## config.mk

```make
export PLATFORM = sky130hd
export DESIGN_NAME = mem_access_arbiter
export DESIGN_NICKNAME = d
export VERILOG_FILES = /design/src/rtl/mem_arb_pkg.sv /design/src/rtl/mem_arb_grant.sv /design/src/rtl/mem_access_arbiter.sv
export SDC_FILE = /design/constraint.sdc
export NUM_CORES = 1
export LEC_CHECK = 0
export ABC_AREA = 0
export CORE_AREA = 2 2 41 72
export DETAILED_ROUTE_END_ITERATION = 8
export DIE_AREA = 0 0 43 74
export GPL_TIMING_DRIVEN = 0
export PLACE_DENSITY = 0.9
export SYNTH_ARGS = -nofsm -noshare
export SYNTH_HDL_FRONTEND = slang
export SYNTH_SLANG_ARGS = --single-unit
```

## constraint.sdc

```tcl
create_clock -name clk -period 3.1 [get_ports clk]
set_input_delay 0.62 -clock clk [delete_from_list [all_inputs] [get_ports clk]]
set_output_delay 0.62 -clock clk [all_outputs]
set_load 0.02 [all_outputs]
```

## src/rtl/mem_arb_pkg.sv

```systemverilog
// Shared types and defaults for the two-port memory access arbiter.
// Port 0 is instruction fetch, port 1 is data load/store.
package mem_arb_pkg;

    localparam int DEF_ADDR_W = 5;
    localparam int DEF_DATA_W = 8;

    typedef enum logic [1:0] {
        IDLE  = 2'd0,
        ISSUE = 2'd1,
        RESP  = 2'd2
    } arb_state_t;

    typedef enum logic {
        PORT_FETCH = 1'b0,
        PORT_DATA  = 1'b1
    } arb_port_t;

    typedef struct packed {
        logic                  we;
        logic [DEF_ADDR_W-1:0] addr;
        logic [DEF_DATA_W-1:0] wdata;
    } mem_req_t;

    // One-hot per-port strobe for a port id
    function automatic logic [1:0] port_onehot(input arb_port_t p);
        logic [1:0] oh;
        if (p == PORT_DATA) begin
            oh = 2'b10;
        end else begin
            oh = 2'b01;
        end
        return oh;
    endfunction

endpackage

```

## src/rtl/mem_arb_grant.sv

```systemverilog
// Combinational grant for the memory arbiter.
// Build option MEM_ARB_RR_EN: when defined, ties go to the port that did
// not win last time (round-robin); otherwise the data port wins ties.
module mem_arb_grant
    import mem_arb_pkg::*;
(
    input  logic [1:0] req_valid,
`ifdef MEM_ARB_RR_EN
    input  arb_port_t  last_grant,
`endif
    output logic       grant_valid,
    output arb_port_t  grant_port
);

    // Choose a single winner among the currently valid ports
    always_comb begin
        grant_valid = |req_valid;
        grant_port  = PORT_FETCH;
        case (req_valid)
            2'b01: grant_port = PORT_FETCH;
            2'b10: grant_port = PORT_DATA;
            2'b11: begin
`ifdef MEM_ARB_RR_EN
                if (last_grant == PORT_DATA) begin
                    grant_port = PORT_FETCH;
                end else begin
                    grant_port = PORT_DATA;
                end
`else
                grant_port = PORT_DATA;
`endif
            end
            default: grant_port = PORT_FETCH;
        endcase
    end

endmodule

```

## src/rtl/mem_access_arbiter.sv

```systemverilog
// Shares one single-port memory between the fetch port (0) and the data
// port (1). Non-pipelined: accept (IDLE) -> strobe (ISSUE) -> respond (RESP).
// Build option MEM_ARB_RR_EN selects round-robin tie breaking; without it
// the data port has fixed priority and no last-grant state is kept.
module mem_access_arbiter
    import mem_arb_pkg::*;
#(
    parameter int ADDR_W = DEF_ADDR_W,
    parameter int DATA_W = DEF_DATA_W
) (
    input  logic                   clk,
    input  logic                   rst,
    input  logic [1:0]             req_valid,
    input  logic [1:0]             req_we,
    input  logic [1:0][ADDR_W-1:0] req_addr,
    input  logic [1:0][DATA_W-1:0] req_wdata,
    output logic [1:0]             req_ready,
    output logic [1:0]             resp_valid,
    output logic [DATA_W-1:0]      resp_rdata,
    output logic                   mem_read,
    output logic                   mem_write,
    output logic [ADDR_W-1:0]      mem_addr,
    output logic [DATA_W-1:0]      mem_data_in,
    input  logic [DATA_W-1:0]      mem_data_out
);

    arb_state_t        state_q, state_d;
    arb_port_t         port_q, port_d;
    logic              we_q, we_d;
    logic [ADDR_W-1:0] addr_q, addr_d;
    logic [DATA_W-1:0] wdata_q, wdata_d;
    logic              mem_read_q, mem_read_d;
    logic              mem_write_q, mem_write_d;

    logic              grant_valid_s;
    arb_port_t         grant_port_s;
    logic              handshake_s;
    logic              sel_we_s;
    logic [ADDR_W-1:0] sel_addr_s;
    logic [DATA_W-1:0] sel_wdata_s;

`ifdef MEM_ARB_RR_EN
    arb_port_t         last_grant_q, last_grant_d;
`endif

    mem_arb_grant u_grant (
        .req_valid   (req_valid),
`ifdef MEM_ARB_RR_EN
        .last_grant  (last_grant_q),
`endif
        .grant_valid (grant_valid_s),
        .grant_port  (grant_port_s)
    );

    // Offer ready only to the winner, only while idle and out of reset
    always_comb begin
        req_ready = 2'b00;
        if ((state_q == IDLE) && !rst && grant_valid_s) begin
            req_ready = port_onehot(grant_port_s);
        end else begin
            req_ready = 2'b00;
        end
    end

    assign handshake_s = |(req_valid & req_ready);

    // Route the winning port's request fields toward the latches
    always_comb begin
        sel_we_s    = req_we[0];
        sel_addr_s  = req_addr[0];
        sel_wdata_s = req_wdata[0];
        if (grant_port_s == PORT_DATA) begin
            sel_we_s    = req_we[1];
            sel_addr_s  = req_addr[1];
            sel_wdata_s = req_wdata[1];
        end else begin
            sel_we_s    = req_we[0];
            sel_addr_s  = req_addr[0];
            sel_wdata_s = req_wdata[0];
        end
    end

    // Sequencer: latch on handshake, strobe for one cycle, then respond
    always_comb begin
        state_d     = state_q;
        port_d      = port_q;
        we_d        = we_q;
        addr_d      = addr_q;
        wdata_d     = wdata_q;
        mem_read_d  = 1'b0;
        mem_write_d = 1'b0;
        case (state_q)
            IDLE: begin
                if (handshake_s) begin
                    state_d     = ISSUE;
                    port_d      = grant_port_s;
                    we_d        = sel_we_s;
                    addr_d      = sel_addr_s;
                    wdata_d     = sel_wdata_s;
                    mem_read_d  = !sel_we_s;
                    mem_write_d = sel_we_s;
                end else begin
                    state_d = IDLE;
                end
            end
            ISSUE:   state_d = RESP;
            RESP:    state_d = IDLE;
            default: state_d = IDLE;
        endcase
    end

    // State, request latches and memory strobes
    always_ff @(posedge clk) begin
        if (rst) begin
            state_q     <= IDLE;
            port_q      <= PORT_FETCH;
            we_q        <= 1'b0;
            addr_q      <= {ADDR_W{1'b0}};
            wdata_q     <= {DATA_W{1'b0}};
            mem_read_q  <= 1'b0;
            mem_write_q <= 1'b0;
        end else begin
            state_q     <= state_d;
            port_q      <= port_d;
            we_q        <= we_d;
            addr_q      <= addr_d;
            wdata_q     <= wdata_d;
            mem_read_q  <= mem_read_d;
            mem_write_q <= mem_write_d;
        end
    end

`ifdef MEM_ARB_RR_EN
    // Remember who won the most recent handshake for tie breaking
    always_comb begin
        if (handshake_s) begin
            last_grant_d = grant_port_s;
        end else begin
            last_grant_d = last_grant_q;
        end
    end

    // Last-grant register; starts at the data port so fetch wins the first tie
    always_ff @(posedge clk) begin
        if (rst) begin
            last_grant_q <= PORT_DATA;
        end else begin
            last_grant_q <= last_grant_d;
        end
    end
`endif

    // Response pulse; read data comes straight from the memory's output
    // register, which is only valid in the RESP cycle
    always_comb begin
        resp_valid = 2'b00;
        resp_rdata = {DATA_W{1'b0}};
        if ((state_q == RESP) && !rst) begin
            resp_valid = port_onehot(port_q);
            if (we_q) begin
                resp_rdata = {DATA_W{1'b0}};
            end else begin
                resp_rdata = mem_data_out;
            end
        end else begin
            resp_valid = 2'b00;
            resp_rdata = {DATA_W{1'b0}};
        end
    end

    assign mem_read    = mem_read_q;
    assign mem_write   = mem_write_q;
    assign mem_addr    = addr_q;
    assign mem_data_in = wdata_q;

endmodule

```

==> metrics <==
status=complete, no violations; Area contributors post-synth=dfxtp_1 (43%), a32oi_1 (13%), o21ai_0 (8.5%); worst-path cell with the longest stage delay=clkdlybuf4s50_1; Area Overhead vs Synth=84.0%; Worst Max-Slew Pin Slew=0.429 ns; H-tree depth=1; Netlist cell types=20; post-route antenna net violation count=0; Congestion Overflow GR=0; initial antenna violation count=0; clock slew at reported path FFs=0.07 ns; Cell Chain, Critical Path=clkdlybuf4s50_1 -> buf_4 -> or3b_1 -> nor2_1 -> clkdlybuf4s50_1; Ports=67; share of layout cells above drive strength 1=9.09%; vias in the first global route=1,008; max-cap violations=0; Synth Flop Type=dfxtp_1; setup TNS=0 ns; final setup skew=0.00730 ns; clock buffer count from CTS=3; placer congestion estimate=0.757; vias=991; Mapped Area=883 µm²; post-synthesis sequential area ratio=43.1%; hold path cells=2; CP Data Arrival Time=2.40 ns; number of post-CTS setup repair buffers=0; Peak VDD IR=0.000314 V; final slew viol count=0; Longest Clk Path Bufs=2; Clk Latency, worst-skew pair=0.25 ns; post-synth top area share=43.1%; initial DRC count=6; die width=43 µm; row count=25; final worst-path cycle share=97.3%; min cycle time layout=3.02 ns; fill count=252; Syn Inst Count=95; largest net degree at the start of global routing=12; Post-synth EDFFs=0; Crit Path Class=primary input to output port; Die Ht=74 µm; Most Frequent Cell on Critical Path=clkdlybuf4s50_1; Reg2Reg Depth=4; Hold Fails Final Rpt=0; Post-DP HPWL=2260 µm; Seq cells post-synth=19; Worst slew margin=71.3%; Largest stage delay, worst path=0.61 ns; IO Port Bufs=66; ANT cells=0; Hold EP=mem_data_in[7]$_SDFFE_PP0P_; area leader, netlist=dfxtp_1; Die Area=3180 µm²; R2R setup slack=1.69 ns; final wirelength=2780 µm; core area=2630 µm²; Clock Sinks=19; first-pass GRT wire length=4420 µm; startpoint types=primary input; ys async rst share=0%; RR Endpoint=mem_addr[3]$_SDFFE_PP0P_; setup slack at placement=-0.117 ns; CP Capture Type=output port; critical path data required time=2.48 ns; crit-path max FO=10; Leak Pwr=0.652 nW; fmax=331 MHz; drt drc=0; wire length per cell=14.5 µm; Avg Cell Area, Syn=9.30 µm²; pwr dens=373 nW/µm²; Initial Util=33.6%; yosys warns=0; clk root buf=clkbuf_8; total track usage=17.9%; TritonRoute pass-1 iters=4; worst hold start=mem_data_in[7]$_SDFFE_PP0P_; CTS tree=built; cell with the most instances after synthesis=dfxtp_1; Synth top cells by count=dfxtp_1 (19), o21ai_0 (15), a21oi_1 (14); Hold Path Class=register to register; Vias per Instance=5.16; final setup fails=0; Critical R2R Launch=state_q[0]$_SDFF_PP0_; Hold WS=0.479 ns; NumNets Final=206; Synth Net Count=135; post-route setup slack=0.0831 ns
==> what timing repair did <==
item	4_1_cts	5_1_grt
pin swaps	0	1
hold buffers	0	0
gates cloned	0	0
setup endpoints to repair	8	3
gates resized for setup	8	3
==> layout make-up <==
cell class              count  area (µm²)  share of cell area, %
inverters                   4        15.0                  0.924
multi-input cells          65         444                   27.3
clock inverters             1        5.00                  0.308
plain buffers               7        50.0                   3.08
repair buffers             66         656                   40.3
flip-flops and latches     19         380                   23.4
clock buffers               3        41.3                   2.54
well taps                  27        33.8                   2.08
==> where the power goes <==
| group | switching, mW | internal, mW |
|---|---|---|
| clock | 0.0759 | 0.0890 |
| combinational | 0.0724 | 0.0953 |
| sequential | 0.0123 | 0.261 |
==> metal layers <==
metal  part of all wire, %  GRT usage [%]  vias to the layer above  routed length [µm]
met1                    35           17.3                      451                 968
li1                      -              -                      493                   -
met5                     0              0                        -                   0
met3                   8.0           4.13                        2                 223
met4                  0.43           4.71                        0                  12
met2                    57           36.5                       45                1570
==> cells in the final DEF (no fill, tap or decap), types with 3 or more instances in the layout <==
| cell type | netlist | routed |
|---|---|---|
| and2_1 | 9 | 9 |
| dlygate4sd2_1 | 0 | 8 |
| a32oi_1 | 13 | 13 |
| a21oi_1 | 14 | 14 |
| clkdlybuf4s50_1 | 0 | 56 |
| nor2_1 | 4 | 4 |
| dfxtp_1 | 19 | 19 |
| clkbuf_8 | 0 | 3 |
| inv_1 | 4 | 4 |
| o21ai_0 | 15 | 15 |
==> metrics by stage <==
step | power (mW) | util, % | cells | instance area [µm²]
2_1_floorplan | 0.349 | - | 95 | 883
3_3_place_gp | 0.442 | 60.0 | 188 | 1580
3_5_place_dp | 0.448 | 60.0 | 188 | 1580
4_1_cts | 0.610 | 61.4 | 192 | 1610
5_1_grt | 0.636 | 61.9 | 192 | 1630
6_report | 0.606 | 61.9 | 192 | 1630
==> registers in the layout, indices dropped and copies added (netlist names) <==
signal,count
mem_addr,5
mem_data_in,8
mem_read,1
mem_write,1
port_q,1
state_q,2
we_q,1
==> worst max-delay path, delay by kind of cell <==
kind                   cells  cell delay (ns)
buffers and inverters      3             1.23
AND/OR/NAND/NOR            2             0.54
==> cells by family (layout without fill, tap and decap cells) <==
family	Yosys count	in the layout	synth area share [%]
buf+inv	11	81	7.36
mux	1	1	1.13
simple gates	21	21	18.1
flops	19	19	43.1
compound gates	43	43	30.3
==> worst max path at each step <==
stage,startpoint,endpoint,cells past startpoint
floorplan,rst,resp_rdata[0],4
global placement,rst,resp_rdata[0],6
detailed placement,rst,resp_rdata[4],6
CTS,rst,req_ready[0],6
global route,rst,req_ready[0],6
finish,rst,resp_valid[0],5
Power figures use the tool's default switching activity.
